==> src/rtl/adpll_pkg.sv <==
// Shared ADPLL types and widths: TDC code width, count/error widths and the
// phase-detector decoder FSM states.
package adpll_pkg;

  localparam int TDC_BITS = 32;
  localparam int CNT_W    = 6;
  localparam int ERR_W    = 7;

  typedef enum logic [1:0] {
    IDLE     = 2'd0,
    ACTIVE   = 2'd1,
    EMIT     = 2'd2,
    WAIT_CLR = 2'd3
  } tdc_state_e;

endpackage

==> src/rtl/therm_popcount.sv <==
// Combinational thermometer-code decoder: ones count plus a bubble flag for
// any code that is not a contiguous run of ones from bit 0.
module therm_popcount
  import adpll_pkg::*;
#(
  parameter int TDC_BITS = adpll_pkg::TDC_BITS
) (
  input  logic [TDC_BITS-1:0] i_code,
  output logic [CNT_W-1:0]    o_count,
  output logic                o_bubble
);

  logic [CNT_W-1:0]    w_sum;
  logic [TDC_BITS-1:0] w_plus_one;

  always_comb begin
    // NOTE: default assignment first so no path through the block infers a latch.
    w_sum = '0;
    for (int i = 0; i < TDC_BITS; i++) begin
      w_sum = w_sum + CNT_W'(i_code[i]);
    end
  end

  // A clean code 0..01..1 plus one is a power of two (or wraps to zero for
  // all ones), so it shares no set bit with the code itself.
  assign w_plus_one = i_code + TDC_BITS'(1);
  assign o_bubble   = |(i_code & w_plus_one);
  assign o_count    = w_sum;

endmodule

==> src/rtl/tdc_therm_decoder.sv <==
// Thermometer TDC consumer: synchronises UP/DWN codes, tracks each detection
// event to its peak counts and emits one signed phase-error word per event.
module tdc_therm_decoder
  import adpll_pkg::*;
#(
  parameter int TDC_BITS    = adpll_pkg::TDC_BITS,
  parameter int SYNC_STAGES = 2,
  parameter int MAX_ACTIVE  = 255
) (
  input  logic                clk,
  input  logic                reset,
  input  logic [TDC_BITS-1:0] up_error,
  input  logic [TDC_BITS-1:0] dwn_error,
  output logic [ERR_W-1:0]    phase_err,
  output logic                err_valid,
  output logic                overflow,
  output logic                code_err
);

  localparam int TMR_W = $clog2(MAX_ACTIVE + 1);

  logic [TDC_BITS-1:0] r_up_sync  [SYNC_STAGES];
  logic [TDC_BITS-1:0] r_dwn_sync [SYNC_STAGES];
  logic [CNT_W-1:0]    r_cnt_up, r_cnt_dwn;
  logic                r_bub_up, r_bub_dwn;
  logic [CNT_W-1:0]    w_cnt_up, w_cnt_dwn;
  logic                w_bub_up, w_bub_dwn;

  tdc_state_e          r_state;
  logic [CNT_W-1:0]    r_peak_up, r_peak_dwn;
  logic [TMR_W-1:0]    r_timer;
  logic                r_bubble, r_timeout;
  logic [ERR_W-1:0]    r_phase_err;
  logic                r_err_valid, r_overflow, r_code_err;

  // Codes can clear asynchronously, so every bit is resynchronised first.
  always_ff @(posedge clk or posedge reset) begin
    if (reset) begin
      // NOTE: the sync chain is a handful of flops, not a RAM, so it is reset
      // like any other state to give a defined count after reset.
      for (int i = 0; i < SYNC_STAGES; i++) begin
        r_up_sync[i]  <= '0;
        r_dwn_sync[i] <= '0;
      end
      r_cnt_up  <= '0;
      r_cnt_dwn <= '0;
      r_bub_up  <= 1'b0;
      r_bub_dwn <= 1'b0;
    end else begin
      // NOTE: non-blocking assignments so every stage samples its predecessor's old value.
      r_up_sync[0]  <= up_error;
      r_dwn_sync[0] <= dwn_error;
      for (int i = 1; i < SYNC_STAGES; i++) begin
        r_up_sync[i]  <= r_up_sync[i-1];
        r_dwn_sync[i] <= r_dwn_sync[i-1];
      end
      r_cnt_up  <= w_cnt_up;
      r_cnt_dwn <= w_cnt_dwn;
      r_bub_up  <= w_bub_up;
      r_bub_dwn <= w_bub_dwn;
    end
  end

  therm_popcount #(.TDC_BITS(TDC_BITS)) u_pop_up (
    .i_code   (r_up_sync[SYNC_STAGES-1]),
    .o_count  (w_cnt_up),
    .o_bubble (w_bub_up)
  );

  therm_popcount #(.TDC_BITS(TDC_BITS)) u_pop_dwn (
    .i_code   (r_dwn_sync[SYNC_STAGES-1]),
    .o_count  (w_cnt_dwn),
    .o_bubble (w_bub_dwn)
  );

  logic             w_any, w_bub_now, w_timeout;
  logic [CNT_W-1:0] w_peak_up_nxt, w_peak_dwn_nxt;
  logic [ERR_W-1:0] w_diff;

  assign w_any          = (r_cnt_up != '0) || (r_cnt_dwn != '0);
  assign w_bub_now      = r_bub_up | r_bub_dwn;
  assign w_timeout      = (r_timer == TMR_W'(MAX_ACTIVE - 1));
  assign w_peak_up_nxt  = (r_cnt_up  > r_peak_up)  ? r_cnt_up  : r_peak_up;
  assign w_peak_dwn_nxt = (r_cnt_dwn > r_peak_dwn) ? r_cnt_dwn : r_peak_dwn;
  // Zero-extended 6-bit operands in 7 bits: the difference always fits.
  assign w_diff         = {1'b0, w_peak_up_nxt} - {1'b0, w_peak_dwn_nxt};

  always_ff @(posedge clk or posedge reset) begin
    if (reset) begin
      r_state     <= IDLE;
      r_peak_up   <= '0;
      r_peak_dwn  <= '0;
      r_timer     <= '0;
      r_bubble    <= 1'b0;
      r_timeout   <= 1'b0;
      r_phase_err <= '0;
      r_err_valid <= 1'b0;
      r_overflow  <= 1'b0;
      r_code_err  <= 1'b0;
    end else begin
      r_err_valid <= 1'b0;
      r_overflow  <= 1'b0;
      r_code_err  <= 1'b0;
      case (r_state)
        IDLE: begin
          if (w_any) begin
            r_peak_up  <= r_cnt_up;
            r_peak_dwn <= r_cnt_dwn;
            r_bubble   <= w_bub_now;
            r_timer    <= '0;
            r_state    <= ACTIVE;
          end
        end
        ACTIVE: begin
          r_peak_up  <= w_peak_up_nxt;
          r_peak_dwn <= w_peak_dwn_nxt;
          r_bubble   <= r_bubble | w_bub_now;
          r_timer    <= r_timer + TMR_W'(1);
          // A normal close wins if it coincides with the timer expiring.
          if (!w_any || w_timeout) begin
            r_phase_err <= w_diff;
            r_err_valid <= 1'b1;
            r_overflow  <= w_any;
            r_code_err  <= r_bubble | w_bub_now;
            r_timeout   <= w_any;
            r_state     <= EMIT;
          end
        end
        EMIT: begin
          r_timeout  <= 1'b0;
          r_peak_up  <= '0;
          r_peak_dwn <= '0;
          r_timer    <= '0;
          r_bubble   <= 1'b0;
          if (r_timeout && w_any) begin
            r_state <= WAIT_CLR;
          end else if (w_any) begin
            r_peak_up  <= r_cnt_up;
            r_peak_dwn <= r_cnt_dwn;
            r_bubble   <= w_bub_now;
            r_state    <= ACTIVE;
          end else begin
            r_state <= IDLE;
          end
        end
        WAIT_CLR: begin
          if (!w_any) r_state <= IDLE;
        end
        default: r_state <= IDLE;
      endcase
    end
  end

  assign phase_err = r_phase_err;
  assign err_valid = r_err_valid;
  assign overflow  = r_overflow;
  assign code_err  = r_code_err;

endmodule

==> config.mk <==
export PLATFORM = sky130hd
export DESIGN_NAME = tdc_therm_decoder
export DESIGN_NICKNAME = d
export VERILOG_FILES = /design/src/rtl/adpll_pkg.sv /design/src/rtl/therm_popcount.sv /design/src/rtl/tdc_therm_decoder.sv
export SDC_FILE = /design/constraint.sdc
export NUM_CORES = 1
export LEC_CHECK = 0
export BUFFER_PORTS_ARGS = -buffer_cell sky130_fd_sc_hd__buf_2
export CORE_UTILIZATION = 34
export DETAILED_ROUTE_END_ITERATION = 12
export PLACE_DENSITY = 0.61
export SLEW_MARGIN = 20
export SYNTH_ARGS = -nofsm -noshare
export SYNTH_HDL_FRONTEND = slang
export SYNTH_SLANG_ARGS = --single-unit
==> constraint.sdc <==
create_clock -name clk -period 5.3 [get_ports clk]
set_input_delay 0 -clock clk [delete_from_list [all_inputs] [get_ports clk]]
set_output_delay 0 -clock clk [all_outputs]
set_load 0.005 [all_outputs]
After elaboration in Yosys (flattened, before gate mapping):

Index checks and enable logic that the tools add are counted.
Widths: inputs -> output; s select.

* bitwise gates (word level): 4
* reductions and logical operators: 15
* add/sub/neg operators: 66
* equal/unequal tests: 7
* mux-type cells: 30
* magnitude comparators: 2

Operator list (count)
* $add 6x1->6: 60
* $add 32x1->32 const B: 2
* $and 32x32->32: 2
* $reduce_or 32->1: 2
* $mux 6: 8
* $pmux 6 s3: 2
* $pmux 8 s3: 1
* $gt 6x6->1: 2
* $reduce_bool 6->1: 2
* $mux 1: 11
* $add 8x1->8 const B: 1
* $eq 8x8->1 const B: 1
* $mux 2: 4
* $mux 8: 1
* $pmux 2 s4: 1
* $sub 6x6->7: 1
* $ne 2x2->1 const B: 3
* $reduce_and 2->1: 3
* $add 1x1->2: 2
* $eq 2x2->1 const B: 2
* $pmux 1 s3: 1
* $reduce_and 3->1: 1
* $reduce_bool 3->1: 1
* $eq 2x1->1 const B: 1
* 7 further kinds: 9

* output and inout bits: 10
* input port bits: 66
* bits in registers: 176
* logic and storage cells: 142

Depth between registers and ports, before layout:

* word-level depth: 31
* mapped depth: 18
* depth with buffers taken out: 18

Modules after synthesis:

From an unflattened synthesis, not the netlist that was laid out.

* cell total of the unflattened synthesis: 727
* area total of the unflattened synthesis: 8520.7 sq um

By module, submodules not included
* tdc_therm_decoder: cells each 418, instances 1, area each 6057.1 sq um
* therm_popcount (u_pop_up): cells each 151, instances 1, area each 1247.4 sq um
* therm_popcount (u_pop_dwn): cells each 158, instances 1, area each 1216.2 sq um

Worst setup path after synthesis:

No wires, ideal clock.

* path type: register -> register
* from: reg r_up_sync[0] in the netlist's numbering
* to: reg r_cnt_up[4]
* stages on the path, launching flop included: 15
* arrival: 4.841 ns
* slack: 0.379 ns
* setup time: 0.080 ns
* required time: 5.220 ns
* cells stage by stage: dfrtp_1 > inv_1 > ha_1 > fa_1 > fa_1 > fa_1 > fa_1 > fa_1 > fa_1 > inv_1 > fa_1 > fa_1 > a21o_1 > a21oi_1 > xnor2_1

* cells in the longest elaborated chain, start to end: 31

Ends and longest elaborated chain
* start: declaration: RTL line tdc_therm_decoder.sv:22 `logic [TDC_BITS-1:0] r_up_sync [SYNC_STAGES];`
* start signal: indexed assignment: RTL line tdc_therm_decoder.sv:54 `r_up_sync[i] <= r_up_sync[i-1];`
* $add 1x1->2: RTL line therm_popcount.sv:20 `w_sum = w_sum + CNT_W'(i_code[i]);`
* $add 6x1->6 (30 in a row): RTL line therm_popcount.sv:20
* via u_pop_up.o_count[4]: RTL line therm_popcount.sv:9 `output logic [CNT_W-1:0] o_count,`
* end signal: assignment: RTL line tdc_therm_decoder.sv:57 `r_cnt_up <= w_cnt_up;`
* end: declaration: RTL line tdc_therm_decoder.sv:24 `logic [CNT_W-1:0] r_cnt_up, r_cnt_dwn;`

The timed path passes the listed nets, and every way through them passes these cells.
A chain may end at the register's enable or synchronous reset.

Worst setup path in the final report:

* from: reg r_dwn_sync[0] in the netlist's numbering
* to: reg r_cnt_dwn[4]

* cells in the longest elaborated chain, start to end: 31

Ends and longest elaborated chain
* start: declaration: RTL line tdc_therm_decoder.sv:23 `logic [TDC_BITS-1:0] r_dwn_sync [SYNC_STAGES];`
* start signal: indexed assignment: RTL line tdc_therm_decoder.sv:55 `r_dwn_sync[i] <= r_dwn_sync[i-1];`
* $add 1x1->2: RTL line therm_popcount.sv:20
* $add 6x1->6 (30 in a row): RTL line therm_popcount.sv:20
* via u_pop_dwn.o_count[4]: RTL line therm_popcount.sv:9
* end signal: assignment: RTL line tdc_therm_decoder.sv:58 `r_cnt_dwn <= w_cnt_dwn;`
* end: declaration: RTL line tdc_therm_decoder.sv:24

The timed path passes the listed nets, and every way through them passes these cells.

==> run metrics <==
Worst Setup SP=r_dwn_sync[0]; internal reg-to-reg setup slack=260 ps; worst-path cell chain=inv_1 > ha_1 > fa_1 > fa_1 > fa_1 > fa_1 > fa_1 > fa_1 > fa_1 > fa_1 > inv_1 > a21o_1 > a21oi_1 > xnor2_1; PortBufs=75; GPL Wtd Cong=0.868; FMAX=198 MHz; unrepaired setup endpoints after global routing=no; Yosys reg bits=176; slowest stage delay, CP=550 ps; Worst-Skew Late Latency=420 ps; asr flop ratio synth=1.00; die height=157 µm; Die Wd=157 µm; Synth area leaders=dfrtp_1, fa_1, ha_1, inv_1, nand2_1; cells after synthesis=673; total number of vias=5,296; initial antenna violation count=0; CP startpoint kind=flip-flop; CP arrival=5350 ps; Distinct cells, synth=52; Hold Crit Class=in -> reg; crit-path leading delay family=adder cells; drt pass-1 iters=4; CP endpoint kind=flip-flop; syn_nets=832; status=finished clean; Hold Startpoint=dwn_error[27]; final wirelength=15,500 µm; fin util=0.434; crit path time final=5040 ps; Crit Path Class=reg -> reg; CP max-delay cell=fa_1; Num CTS Buffers=17; TritonCTS clock tree=yes; H-tree Lvls=4; CP required=5610 ps; antenna diode count=0; vias in the first global route=5,447; TritonCTS sink count=176; Avg Cell Area, Syn=12.1 µm²; number of synthesized flops with an enable pin=0; MaxCap Viol Count=0; synth warn=0; Seq/Total Area, Yosys=0.541; core area=23,500 µm²; Reg clk slew, reported paths=80 ps; Critical Path Most Common Cell=fa_1; largest net degree at the start of global routing=120; Synth top area share=0.541; worst clock skew=11.5 ps; DRC viols=0; total track usage=0.138; # IOs=76; Die ar.=24,600 µm²; worst vdd ir=244 µV; vias per std cell=4.57; Reg-to-Reg Start=r_dwn_sync[0]; mapped cell area=8140 µm²; Fill cells=2,170; worst-margin pin slew=961 ps; Bufs and invs on worst path=2; Final Cycle Share=0.952; Leak Pwr=4.84 nW; Initial Util=0.347; Most used DFF post-synth=dfrtp_1; Final TNS setup=0 ps; Post-DRT Antenna Nets=0; first-pass GRT wire length=26,400 µm; Final Setup Violations=0; clock buffer depth=2; Max FO, Critical Path=4; Overflow after GRT=0; Rows=56; HPWL after DPL=10,800 µm; largest area contributor in the netlist=dfrtp_1; Hold Violations, Final=0; Area Overhead vs Synth=25.3%; First DRT Iteration DRCs=340; post-DR wirelength/cell=13.3 µm; Cell Pwr Density=561 nW/µm²; fraction of layout cells with a size suffix above 1=0.151; max_slew headroom=0.360; count of pins over their slew limit=0; clock root buffer=clkbuf_16; Total Nets Final=987
-- layer usage --
metal | vias up | GRT usage | wire (µm)
li1 | 2573 | - | -
met1 | 2604 | 0.187 | 7410
met2 | 107 | 0.223 | 7410
met3 | 12 | 0.0258 | 506
met4 | 0 | 0.0462 | 153
met5 | - | 0 | 0
-- worst register-to-register path: cells and delay by family, from the launching register on --
family,cells,cell delay [ps]
flip-flops,1,410
buffers and inverters,2,140
adder cells (fa/ha/maj),9,4080
AO/OA/AOI/OAI,2,180
XOR/XNOR,1,120
-- cell families after synthesis --
family | after synthesis | synth area share
compound gates | 119 | 0.0998
fa+ha+maj | 93 | 0.188
xor+xnor | 8 | 0.00861
simple gates | 145 | 0.0923
mux | 11 | 0.0141
buf+inv | 121 | 0.0558
flops | 176 | 0.541
-- path summary, 6_finish.rpt --
check                      cells after the start        endpoint
max                                           14    r_cnt_dwn[4]
min                                            2  r_dwn_sync[59]
max reg2reg                                   14    r_cnt_dwn[4]
min reg2reg                                    0   r_up_sync[14]
max in group asynchronous                      4      r_timer[2]
min in group asynchronous                      3   r_up_sync[42]
-- layout by cell type (no fill, tap or decap), types with 18 or more instances in the layout --
master / count
dlygate4sd3_1: 65
nand2_1: 48
nand3_1: 21
ha_1: 44
buf_2: 75
nor2_1: 18
inv_1: 114
fa_1: 48
dfrtp_1: 176
o21ai_0: 26
a21oi_1: 21
-- timing repair --
action	CTS	global route
gates resized for setup	0	1
buffers inserted	0	1
hold buffers	65	0
hold endpoints to repair	182	0
endpoints found under the setup margin	0	1
-- flip-flops by register name, indices dropped and copies added, names as in the netlist --
name / count
r_timeout: 1
r_bub_dwn: 1
overflow: 1
r_cnt_dwn: 6
r_timer: 8
r_peak_dwn: 6
code_err: 1
r_peak_up: 6
r_cnt_up: 6
err_valid: 1
r_state: 2
r_up_sync: 64
phase_err: 7
r_bubble: 1
r_dwn_sync: 64
r_bub_up: 1
-- metrics by stage --
| stage | hold WS (ps) | setup slack [ps] | std cells | power (mW) | area (µm²) |
|---|---|---|---|---|---|
| after detailed placement | 109 | 193 | 1062 | 4.47 | 8900 |
| final | 198 | 256 | 1160 | 5.72 | 10200 |
| after CTS | 177 | 161 | 1159 | 5.81 | 10200 |
| after global routing | 179 | 22.8 | 1160 | 6.32 | 10200 |
| after global placement | 107 | 278 | 1062 | 4.39 | 8900 |
| after floorplan | 31.4 | 379 | 673 | 3.90 | 8140 |
-- final cells by class --
cell class                 count  area [µm²]  area share
clock buffer                  18         439      0.0431
timing repair buffer         142        1040       0.102
sequential                   176        4400       0.432
tap                          319         399      0.0392
inverter                     115         439      0.0431
clock inverter                14         185      0.0182
multi-input combinational    376        3290       0.322
-- synth_stat cells, types with 4 or more instances --
| cell | count |
|---|---|
| a21o_1 | 8 |
| a21oi_1 | 21 |
| a22o_1 | 16 |
| a31oi_1 | 4 |
| a32o_1 | 4 |
| clkbuf_1 | 6 |
| dfrtp_1 | 176 |
| fa_1 | 49 |
| ha_1 | 44 |
| inv_1 | 115 |
| mux2_2 | 4 |
| mux2i_1 | 7 |
| nand2_1 | 48 |
| nand3_1 | 21 |
| nand4_1 | 17 |
| nor2_1 | 18 |
| nor2b_1 | 8 |
| nor3_1 | 4 |
| nor4_1 | 6 |
| o21ai_0 | 26 |
| o21ai_1 | 9 |
| o22ai_1 | 5 |
| o31ai_1 | 5 |
| or3_1 | 4 |
| xnor2_1 | 5 |
-- power by group --
group | switching, mW | internal (mW)
sequential | 0.156 | 1.55
clock | 0.612 | 0.655
combinational | 1.47 | 1.28
No activity file was read; power rests on OpenSTA's default activity.
